[src/rtl/pipe_pkg.sv]
// Shared types and defaults for the inter-stage pipeline register.
package pipe_pkg;
    localparam int unsigned PIPE_CNT_W_DEF = 16;
    localparam int unsigned PIPE_WIDTH_DEF = 32;

    typedef enum logic [1:0] {
        EMPTY = 2'b00,
        FULL  = 2'b01,
        SKID  = 2'b10
    } pipe_state_t;
endpackage

[src/rtl/pipe_data_reg.sv]
// WIDTH-wide enable flop with asynchronous reset to RESET_VAL.
module pipe_data_reg #(
    parameter int unsigned          WIDTH     = 32,
    parameter logic [WIDTH-1:0]     RESET_VAL = '0
) (
    input  logic             clk,
    input  logic             rst,
    input  logic             en_i,
    input  logic [WIDTH-1:0] d_i,
    output logic [WIDTH-1:0] q_o
);
    always_ff @(posedge clk or posedge rst) begin
        if (rst)       q_o <= RESET_VAL;
        else if (en_i) q_o <= d_i;
    end
endmodule

[src/rtl/pipe_stage_reg.sv]
// Pipeline stage register with 2-entry skid buffer, registered in_ready and flush.
// Optional stall counter enabled by defining PIPE_STAGE_PERF_EN.
module pipe_stage_reg
    import pipe_pkg::*;
#(
    parameter int unsigned      WIDTH     = PIPE_WIDTH_DEF,
    parameter logic [WIDTH-1:0] RESET_VAL = '0,
    parameter int unsigned      CNT_W     = PIPE_CNT_W_DEF
) (
    input  logic             clk,
    input  logic             rst,
    input  logic             flush_i,
    input  logic             in_valid,
    output logic             in_ready,
    input  logic [WIDTH-1:0] in_data,
    output logic             out_valid,
    input  logic             out_ready,
    output logic [WIDTH-1:0] out_data,
    output logic [CNT_W-1:0] stall_cnt
);
    pipe_state_t      state_q;
    logic             in_ready_q;
    logic             in_fire, out_fire;
    logic             main_en, skid_en;
    logic [WIDTH-1:0] main_d, main_q, skid_q;

    assign in_ready  = in_ready_q;
    assign out_valid = (state_q != EMPTY);
    assign out_data  = main_q;
    assign in_fire   = in_valid & in_ready_q;
    assign out_fire  = out_valid & out_ready;

    // Flush suppresses every data load; held payloads are left in place.
    assign main_en = !flush_i & (((state_q == EMPTY) & in_fire)
                               | ((state_q == FULL) & out_fire & in_fire)
                               | ((state_q == SKID) & out_fire));
    assign skid_en = !flush_i & (state_q == FULL) & !out_fire & in_fire;
    assign main_d  = (state_q == SKID) ? skid_q : in_data;

    always_ff @(posedge clk or posedge rst) begin
        if (rst) begin
            state_q    <= EMPTY;
            in_ready_q <= 1'b1;
        end else if (flush_i) begin
            state_q    <= EMPTY;
            in_ready_q <= 1'b1;
        end else begin
            case (state_q)
                EMPTY: if (in_fire) state_q <= FULL;
                FULL: begin
                    if (out_fire && !in_fire) begin
                        state_q <= EMPTY;
                    end else if (!out_fire && in_fire) begin
                        state_q    <= SKID;
                        in_ready_q <= 1'b0;
                    end
                end
                SKID: begin
                    if (out_fire) begin
                        state_q    <= FULL;
                        in_ready_q <= 1'b1;
                    end
                end
                default: begin
                    state_q    <= EMPTY;
                    in_ready_q <= 1'b1;
                end
            endcase
        end
    end

    pipe_data_reg #(.WIDTH(WIDTH), .RESET_VAL(RESET_VAL)) u_main (
        .clk (clk),
        .rst (rst),
        .en_i(main_en),
        .d_i (main_d),
        .q_o (main_q)
    );

    pipe_data_reg #(.WIDTH(WIDTH), .RESET_VAL(RESET_VAL)) u_skid (
        .clk (clk),
        .rst (rst),
        .en_i(skid_en),
        .d_i (in_data),
        .q_o (skid_q)
    );

`ifdef PIPE_STAGE_PERF_EN
    logic [CNT_W-1:0] stall_cnt_q;

    always_ff @(posedge clk or posedge rst) begin
        if (rst)
            stall_cnt_q <= '0;
        else if (out_valid && !out_ready && (stall_cnt_q != '1))
            stall_cnt_q <= stall_cnt_q + 1'b1;
    end

    assign stall_cnt = stall_cnt_q;
`else
    assign stall_cnt = '0;
`endif
endmodule
[config.mk]
export PLATFORM = sky130hd
export DESIGN_NAME = pipe_stage_reg
export DESIGN_NICKNAME = d
export VERILOG_FILES = /design/src/rtl/pipe_pkg.sv /design/src/rtl/pipe_data_reg.sv /design/src/rtl/pipe_stage_reg.sv
export SDC_FILE = /design/constraint.sdc
export NUM_CORES = 1
export LEC_CHECK = 0
export CAP_MARGIN = 20
export CORE_MARGIN = 1
export CORE_UTILIZATION = 48
export DETAILED_ROUTE_END_ITERATION = 16
export MAX_ROUTING_LAYER = met4
export PLACE_DENSITY = 0.88
export SLEW_MARGIN = 20
export SYNTH_ARGS = -nofsm -noshare
export SYNTH_HDL_FRONTEND = slang
export SYNTH_SLANG_ARGS = --single-unit
[constraint.sdc]
create_clock -name clk -period 2.8 [get_ports clk]
set_input_delay 0.7 -clock clk [delete_from_list [all_inputs] [get_ports clk]]
set_output_delay 0.7 -clock clk [all_outputs]
set_load 0.005 [all_outputs]
# Yosys cells after proc, flatten, opt, wreduce, memory -nomap -nowiden
# Index checks and enable logic that the tools add are counted.
# totals
regBits	67
latch_bits	0
ram_bits	0
romBits	0
inputBits	37
output_inout_bits	50
elab_cells	45
mem_count	0
# classes
n_addsub	0
multipliers	0
n_div	0
n_lt_le_gt_ge	0
n_eq_ne	8
shift	0
mux	12
bitwise_logic	12
reduce_logical	9
# op_table
operator	n
$mux W32	1
$and A1 B1 Y1	10
$mux W2	5
$ne A3 B3 Y1 const B	3
$pmux W2 S3	1
$mux W1	4
$ne A4 B2 Y1 const B	1
$reduce_and A4 Y1	1
$logic_not A1 Y1	3
$ne A3 B2 Y1 const B	1
$pmux W1 S3	1
$reduce_and A3 Y1	1
$eq A2 B1 Y1 const B	1
$eq A2 B2 Y1 const B	1
$logic_and A1 B1 Y1	2
$logic_not A2 Y1	1
$ne A2 B2 Y1 const B	1
$or A1 B1 Y1	2
$reduce_bool A2 Y1	1

# Depth between registers and ports, before layout
# Gate-level depths: netlist of run 1.
# depth
depth_word	8
ltp_mapped	5

# By module
# From an unflattened synthesis of run 1, not the netlist that was laid out.
# unflattened
cells_unflattened	213
area_unflattened_um2	3568.4
# modules_own_cells
module	instances	cells_each	area_each_um2
pipe_data_reg	2	69	1348.8
pipe_stage_reg	1	75	870.8

# Least setup slack after synthesis of run 1
# Ideal clock, no wire load.
# synth_timing
path_kind	in2reg
start	input port out_ready
end	register u_skid.q_o[10]
setup_time_ns	0.125
t_arrival_ns	1.845
required_ns	2.675
path_slack_ns	0.829
path_stages	5
n_path_buf	2
path_cell_list	nor2b_2 > or4b_1 > buf_6 > buf_12 > mux2_4
# synth_via
elab_chain_cells	4
# synth_rtl
element	line	text
from (decl)	pipe_stage_reg.sv:17	input logic out_ready,
$and A1 B1 Y1	pipe_stage_reg.sv:31	assign out_fire = out_valid & out_ready;
$logic_not A1 Y1	pipe_stage_reg.sv:37	assign skid_en = !flush_i & (state_q == FULL) & !out_fire & in_fire;
$and A1 B1 Y1 (2 in a row)	pipe_stage_reg.sv:37	
to (signal assigned)	pipe_data_reg.sv:14	else if (en_i) q_o <= d_i;
to (decl)	pipe_data_reg.sv:10	output logic [WIDTH-1:0] q_o
# No other way between the ends.
# A chain may end at the register's enable or synchronous reset.

# Worst setup path in the final report of run 1
# layout_timing
start	input port in_valid
end	register u_skid.q_o[18]
# layout_via
elab_chain_cells	2
# layout_rtl
element	line	text
from (decl)	pipe_stage_reg.sv:13	input logic in_valid,
$and A1 B1 Y1	pipe_stage_reg.sv:30	assign in_fire = in_valid & in_ready_q;
$and A1 B1 Y1	pipe_stage_reg.sv:37	
# No other way between the ends.

==> metrics.txt, run 1 <==
status=complete, no violations; Post-CTS Hold Buffers=0; Starting DRT DRC Count=between 90 and 100; vias in the first global route=~1800; diode count=0; count of pins over their slew limit=0; Power Dens Cells=between 700 and 800 mW/mm^2; Worst EP arrival=around 2600 ps; NumNets Final=roughly 360; Worst IR Drop VDD=0.0003878 V; max-cap viol count=0; static leakage=around 1.8 nW; Setup-failing EPs final=0; Layout area overhead=29.23%; crit path cell chain=clkdlybuf4s50_1 -> nand2_1 -> or4b_2 -> buf_12 -> mux2_4; DRT Wirelength=5805 um; largest net degree at the start of global routing=about 70; Startpoint Class=primary input; Buf/Inv on CP=2; starting density of the core=0.4943; ANT nets after route=0; clk sinks=67; kind of critical path=in2reg; Tcrit/Tclk final=0.8430; Worst path max stage delay=about 660 ps; CTS root buffer=clkbuf_8; Power, Total=roughly 3 mW; Clock Latency Late Sink=~330 ps; Synth Cell Area=between 0.003 and 0.004 mm^2; CP top delay family=buffers and inverters; DR pass1 iterations=4; Die Wd=~83 um; PostCTS Resize Cnt=0; Worst Hold Class=reg2reg; DIE AREA=0.006828 mm^2; CP required=around 3000 ps; GRT overflow=0; FP Rows=29; CTS HTree Levels=3; Fin Setup TNS=0 ps; Gate Count Post-Synth=between 200 and 250; Max Fclk=around 420 MHz; Hold Fails Final Rpt=0; overall routing resource usage=0.1846; share of cells above drive strength 1=0.1908; flops & latches, synth=67; detailed-route DRC error count=0; Tmin final=2360 ps; IO buf count=70; slowest stage cell, crit path=or4b_2; area of the core=0.006314 mm^2; register area share after synthesis=0.5377; Crit Path Max Fanout=33; Fillers=about 490; Routed WL per cell=roughly 14 um; RSZ-0062 raised after global routing=false; routed vias/inst=5.050; clk buf depth=2; hpwl dp=between 3000 and 4000 um; GP Congestion=between 0.6 and 0.7; first-pass GRT wire length=~9000 um; critical path endpoint category=register; Setup Buffers After CTS=0; CTS clk-pin slew, worst paths=about 70 ps; vias after detailed routing=between 2000 and 2500; Vert. Die Dim=just over 80 um; Post-Syn Area per Cell=~13 um^2; number of buffers created by CTS=9; Synth cell types=28; initial antenna violation count=0; Yosys warning total=0; Ports=87; CTS tree=built; Layout Skew=between 10 and 15 ps
[metal layers]
metal / GRT usage / vias to the layer above / share of wire
met1: 0.2350 / 1004 / 0.45
met3: 0.04176 / 9 / 0.051
met2: 0.2843 / 54 / 0.49
li1: - / 963 / -
met5: - / - / 0
met4: 0.07759 / 0 / 0.013
[state kept, by name, summed over array words and instances (netlist names)]
| signal | cells |
|---|---|
| u_skid.q_o | 32 |
| u_main.q_o | 32 |
| state_q | 2 |
| in_ready | 1 |
[report_power, final]
group          internal [mW]  total, mW  switching (mW)
logic                  0.512      0.750           0.238
registers               1.24       1.39           0.157
clock network          0.408      0.786           0.378
[metrics by stage]
step / util / setup WS [ps] / area [um^2] / std cells / hold slack, ps
after floorplan: - / 418.5 / 3177 / 262 / 479.1
after global placement: 0.6082 / 173.4 / 3840 / 386 / 488.8
after detailed placement: 0.6082 / 109.3 / 3840 / 386 / 493.6
after CTS: 0.6387 / 462.3 / 4033 / 402 / 513.2
after global routing: 0.6387 / 431.1 / 4033 / 402 / 521.9
final: 0.6387 / 439.7 / 4033 / 402 / 511.6
[placed cells by master (no fill, tap or decap)]
master,n
o21bai_1,1
clkinvlp_4,2
inv_2,1
buf_12,3
nand4bb_1,1
clkbuf_8,9
or2_2,1
dfrtp_1,66
clkinv_2,3
a31oi_1,1
mux2i_1,32
nor3_1,1
mux2_4,29
or4b_2,1
mux2_2,3
clkinv_4,1
nand2_1,5
conb_1,16
nor2_1,33
and2b_2,1
clkdlybuf4s50_1,70
nand4b_1,1
bufinv_16,1
a21o_1,1
a31oi_4,1
nand3b_1,1
a21oi_1,33
dfstp_2,1
nand3_1,1
buf_4,4
nor2b_2,1
[cell families (layout without fill, tap and decap cells)]
| family | count (synthesis) | count (layout) | synth area share |
|---|---|---|---|
| DFF | 67 | 67 | 0.5377 |
| muxes | 64 | 64 | 0.2530 |
| and+or+nand+nor | 47 | 47 | 0.06857 |
| AOI/OAI and AO/OA | 37 | 37 | 0.06376 |
| buffers and inverters | 31 | 94 | 0.07578 |
| other | 1 | 16 | 0.001202 |
[Yosys cell counts]
master     instances  area [um^2]
nor2b_2            1        8.760
and2b_2            1        8.760
nand4b_1           1        8.760
clkbuf_1           7        26.28
nand3_1            1        5.000
buf_12             3        60.06
a21oi_1           33        165.2
inv_1              1        3.750
nand4bb_1          1        11.26
mux2_2             3        33.78
or2_2              1        6.260
conb_1             1        3.750
o21bai_1           1        7.510
nor3_1             1        5.000
a31oi_1            1        6.260
a21o_1             1        7.510
dfrtp_1           66         1652
a31oi_2            1        12.51
dfstp_2            1        26.28
mux2_4            29        435.4
buf_2              3        15.01
mux2i_1           32        320.3
buf_6              1        11.26
nand2_1            5        18.77
nand3b_1           1        7.510
or4b_1             1        10.01
nor2_1            33        123.9
buf_4             16        120.1
[area by class of cell]
class | instances | area (um^2) | area share
Tap cell | 77 | 96.34 | 0.02389
Sequential cell | 67 | 1678 | 0.4161
Clock buffer | 9 | 123.9 | 0.03072
Clock inverter | 7 | 68.82 | 0.01706
Multi-Input combinational cell | 164 | 1271 | 0.3152
Timing Repair Buffer | 77 | 790.8 | 0.1961
Inverter | 1 | 3.754 | 0.0009308
[path summary, 6_finish.rpt]
kind	from	endpoint	slack [ps]	depth (start not counted)
worst min register to register	u_skid.q_o[26]	u_skid.q_o[26]	510	1
min in group asynchronous	rst	u_main.q_o[23]	750	3
max in group asynchronous	rst	in_ready	1730	3
worst max register to register	in_ready	u_skid.q_o[18]	780	4
worst min-delay path	u_skid.q_o[26]	u_skid.q_o[26]	510	1
worst max-delay path	in_valid	u_skid.q_o[18]	440	5
Note: power is estimated with default switching activity, not from simulation.
==> inputs of run 2 (changes only) <==
--- a/config.mk
+++ b/config.mk
@@ -7,10 +7,10 @@
 export LEC_CHECK = 0
 export CAP_MARGIN = 20
 export CORE_MARGIN = 1
-export CORE_UTILIZATION = 48
+export CORE_UTILIZATION = 43
 export DETAILED_ROUTE_END_ITERATION = 16
 export MAX_ROUTING_LAYER = met4
-export PLACE_DENSITY = 0.88
+export PLACE_DENSITY = 0.84
 export SLEW_MARGIN = 20
 export SYNTH_ARGS = -nofsm -noshare
 export SYNTH_HDL_FRONTEND = slang
==> constraint.sdc (replaced) <==
create_clock -name clk -period 2 [get_ports clk]
set_input_delay 0.5 -clock clk [delete_from_list [all_inputs] [get_ports clk]]
set_output_delay 0.5 -clock clk [all_outputs]
set_load 0.005 [all_outputs]
==> run 2 against run 1 <==
Net effect:
- first-iteration DRC count is 38% lower
- worst hold slack worse by 45 ps
- final area is 3.0% higher
- critical endpoint is now u_skid.q_o[7]
- largest power group unchanged
==> metrics.txt, run 2 (synthesized netlist as in run 1, its figures left out) <==
cell area after layout=~0.0042 mm^2; number of buffers created by CTS=9; Starting DRT DRC Count=58; count of pins over their slew limit=0; Layout Skew=between 9 and 10 ps; internal power=between 3 and 4 mW; Hold Fails Final Rpt=0; area of the core=~0.0069 mm^2; ANT nets after route=0; overall routing resource usage=0.1738; max-cap viol count=0; biggest registers after layout=u_main.q_o: 32 flops, u_skid.q_o: 32 flops, state_q: 2 flops; IO buf count=70; Setup-failing EPs final=0; kind of critical path=in2reg; Ports=87; Reg area=between 0.0015 and 0.002 mm^2; Clock Latency Late Sink=between 300 and 400 ps; Sw Share=0.2537; placed inst area=slightly below 0.004 mm^2; clk buf depth=2; GRT overflow=0; critical path endpoint category=register; Multi-input gate area=~0.0013 mm^2; initial antenna violation count=0; Startpoint Class=primary input; starting density of the core=0.4518; Setup Buffers After CTS=0; CTS tree=built; NumNets Final=roughly 360; Layout area overhead=33.16%; first-pass GRT wire length=9770 um; most frequent cells in the layout=68 x clkdlybuf4s50_1, 66 x dfrtp_1, 33 x nor2_1, 33 x a21oi_1, 32 x mux2i_1; slowest stage cell, crit path=or4b_4; Reg power frac=0.466; CP required=roughly 2200 ps; Worst Hold Class=in2async; clock share of power=0.274; vias after detailed routing=between 2000 and 2500; Vert. Die Dim=87.19 um; Max Fclk=slightly above 500 MHz; hpwl dp=roughly 4100 um; R2R cell count=4; status=complete, no violations; detailed-route DRC error count=0; vias in the first global route=2067; largest net degree at the start of global routing=39; Crit Path Max Fanout=15; CTS clk-pin slew, worst paths=70 ps; DR pass1 iterations=4; diode count=0; final core occ=0.6016; DP Cell Count=about 410; Worst EP arrival=2150 ps; Power Dens Cells=~1000 mW/mm^2; clk sinks=67; static leakage=around 1.8 nW; FP Rows=30; CTS root buffer=clkbuf_8; combinational share of power=0.259; CTS HTree Levels=3; Die Wd=87.19 um; routed vias/inst=roughly 4.7; DRT Wirelength=5939 um; Tmin final=between 1500 and 2000 ps; final std cells w/o fill=roughly 430; Tcrit/Tclk final=0.9690; most common cell after layout, fill and taps aside=clkdlybuf4s50_1; DIE AREA=0.007601 mm^2; Worst IR Drop VDD=roughly 0.00045 V; GP Congestion=0.8583; crit path cell chain=clkdlybuf4s50_1 -> nor2b_2 -> or4b_4 -> buf_4 -> mux2_4; Fillers=about 580; Switch Pwr=1.058 mW; share of cells above drive strength 1=0.2024; Routed WL per cell=approximately 14 um; RSZ-0062 raised after global routing=false; Worst path max stage delay=~500 ps
## run 2: worst paths after layout
| check | slack [ps] | to | from |
|---|---|---|---|
| hold / removal | 470 | u_main.q_o[19] | rst |
| setup reg to reg | 210 | u_skid.q_o[7] | in_ready |
| min in group clk | 510 | u_skid.q_o[28] | u_skid.q_o[28] |
| max in group asynchronous | 1040 | in_ready | rst |
| setup / recovery | 60 | u_skid.q_o[7] | out_ready |
| hold reg to reg | 510 | u_skid.q_o[28] | u_skid.q_o[28] |
## run 2: layer usage
| metal | GRT usage | vias to the layer above | wire length, um |
|---|---|---|---|
| met5 | - | - | 0 |
| met3 | 0.04645 | 6 | 253 |
| met2 | 0.2663 | 53 | 2814 |
| met1 | 0.2258 | 974 | 2835 |
| li1 | - | 978 | - |
| met4 | 0.05514 | 0 | 36 |
## run 2: layout make-up
type | instances | share of cell area
sequential | 67 | 0.4038
multi-input combinational | 164 | 0.3068
timing repair buffer | 83 | 0.2096
clock buffer | 12 | 0.03734
tap | 96 | 0.02891
clock inverter | 4 | 0.01174
inverter | 1 | 0.001807
## run 2: per-stage QoR
step	hold slack, ps	setup WS [ps]	setup TNS (ps)	power (mW)
6_report	466.9	62.01	0	4.169
5_1_grt	460.4	10.56	0	4.410
4_1_cts	451.3	50.46	0	4.219
3_5_place_dp	496.3	-420.8	-15030	3.053
3_3_place_gp	489.4	-399.6	-13010	2.998
2_1_floorplan	479.1	190.7	0	2.523
## run 2: worst max-delay path: cells and delay by family
kind	cells	cell delay, ps
buf+inv	2	670
mux	1	320
simple gates	2	650
## run 2: power groups by stage
stage	sequential (mW)	clock, mW	combinational (mW)
global placement	1.95	0	1.05
finish	1.94	1.14	1.08
global route	1.99	1.25	1.17
floorplan	1.93	0	0.589
CTS	1.94	1.18	1.10
detailed placement	1.96	0	1.09
## run 2: repair_timing
action	CTS	global route
endpoints found under the setup margin	34	0
gates resized for setup	6	0
hold buffers	0	0
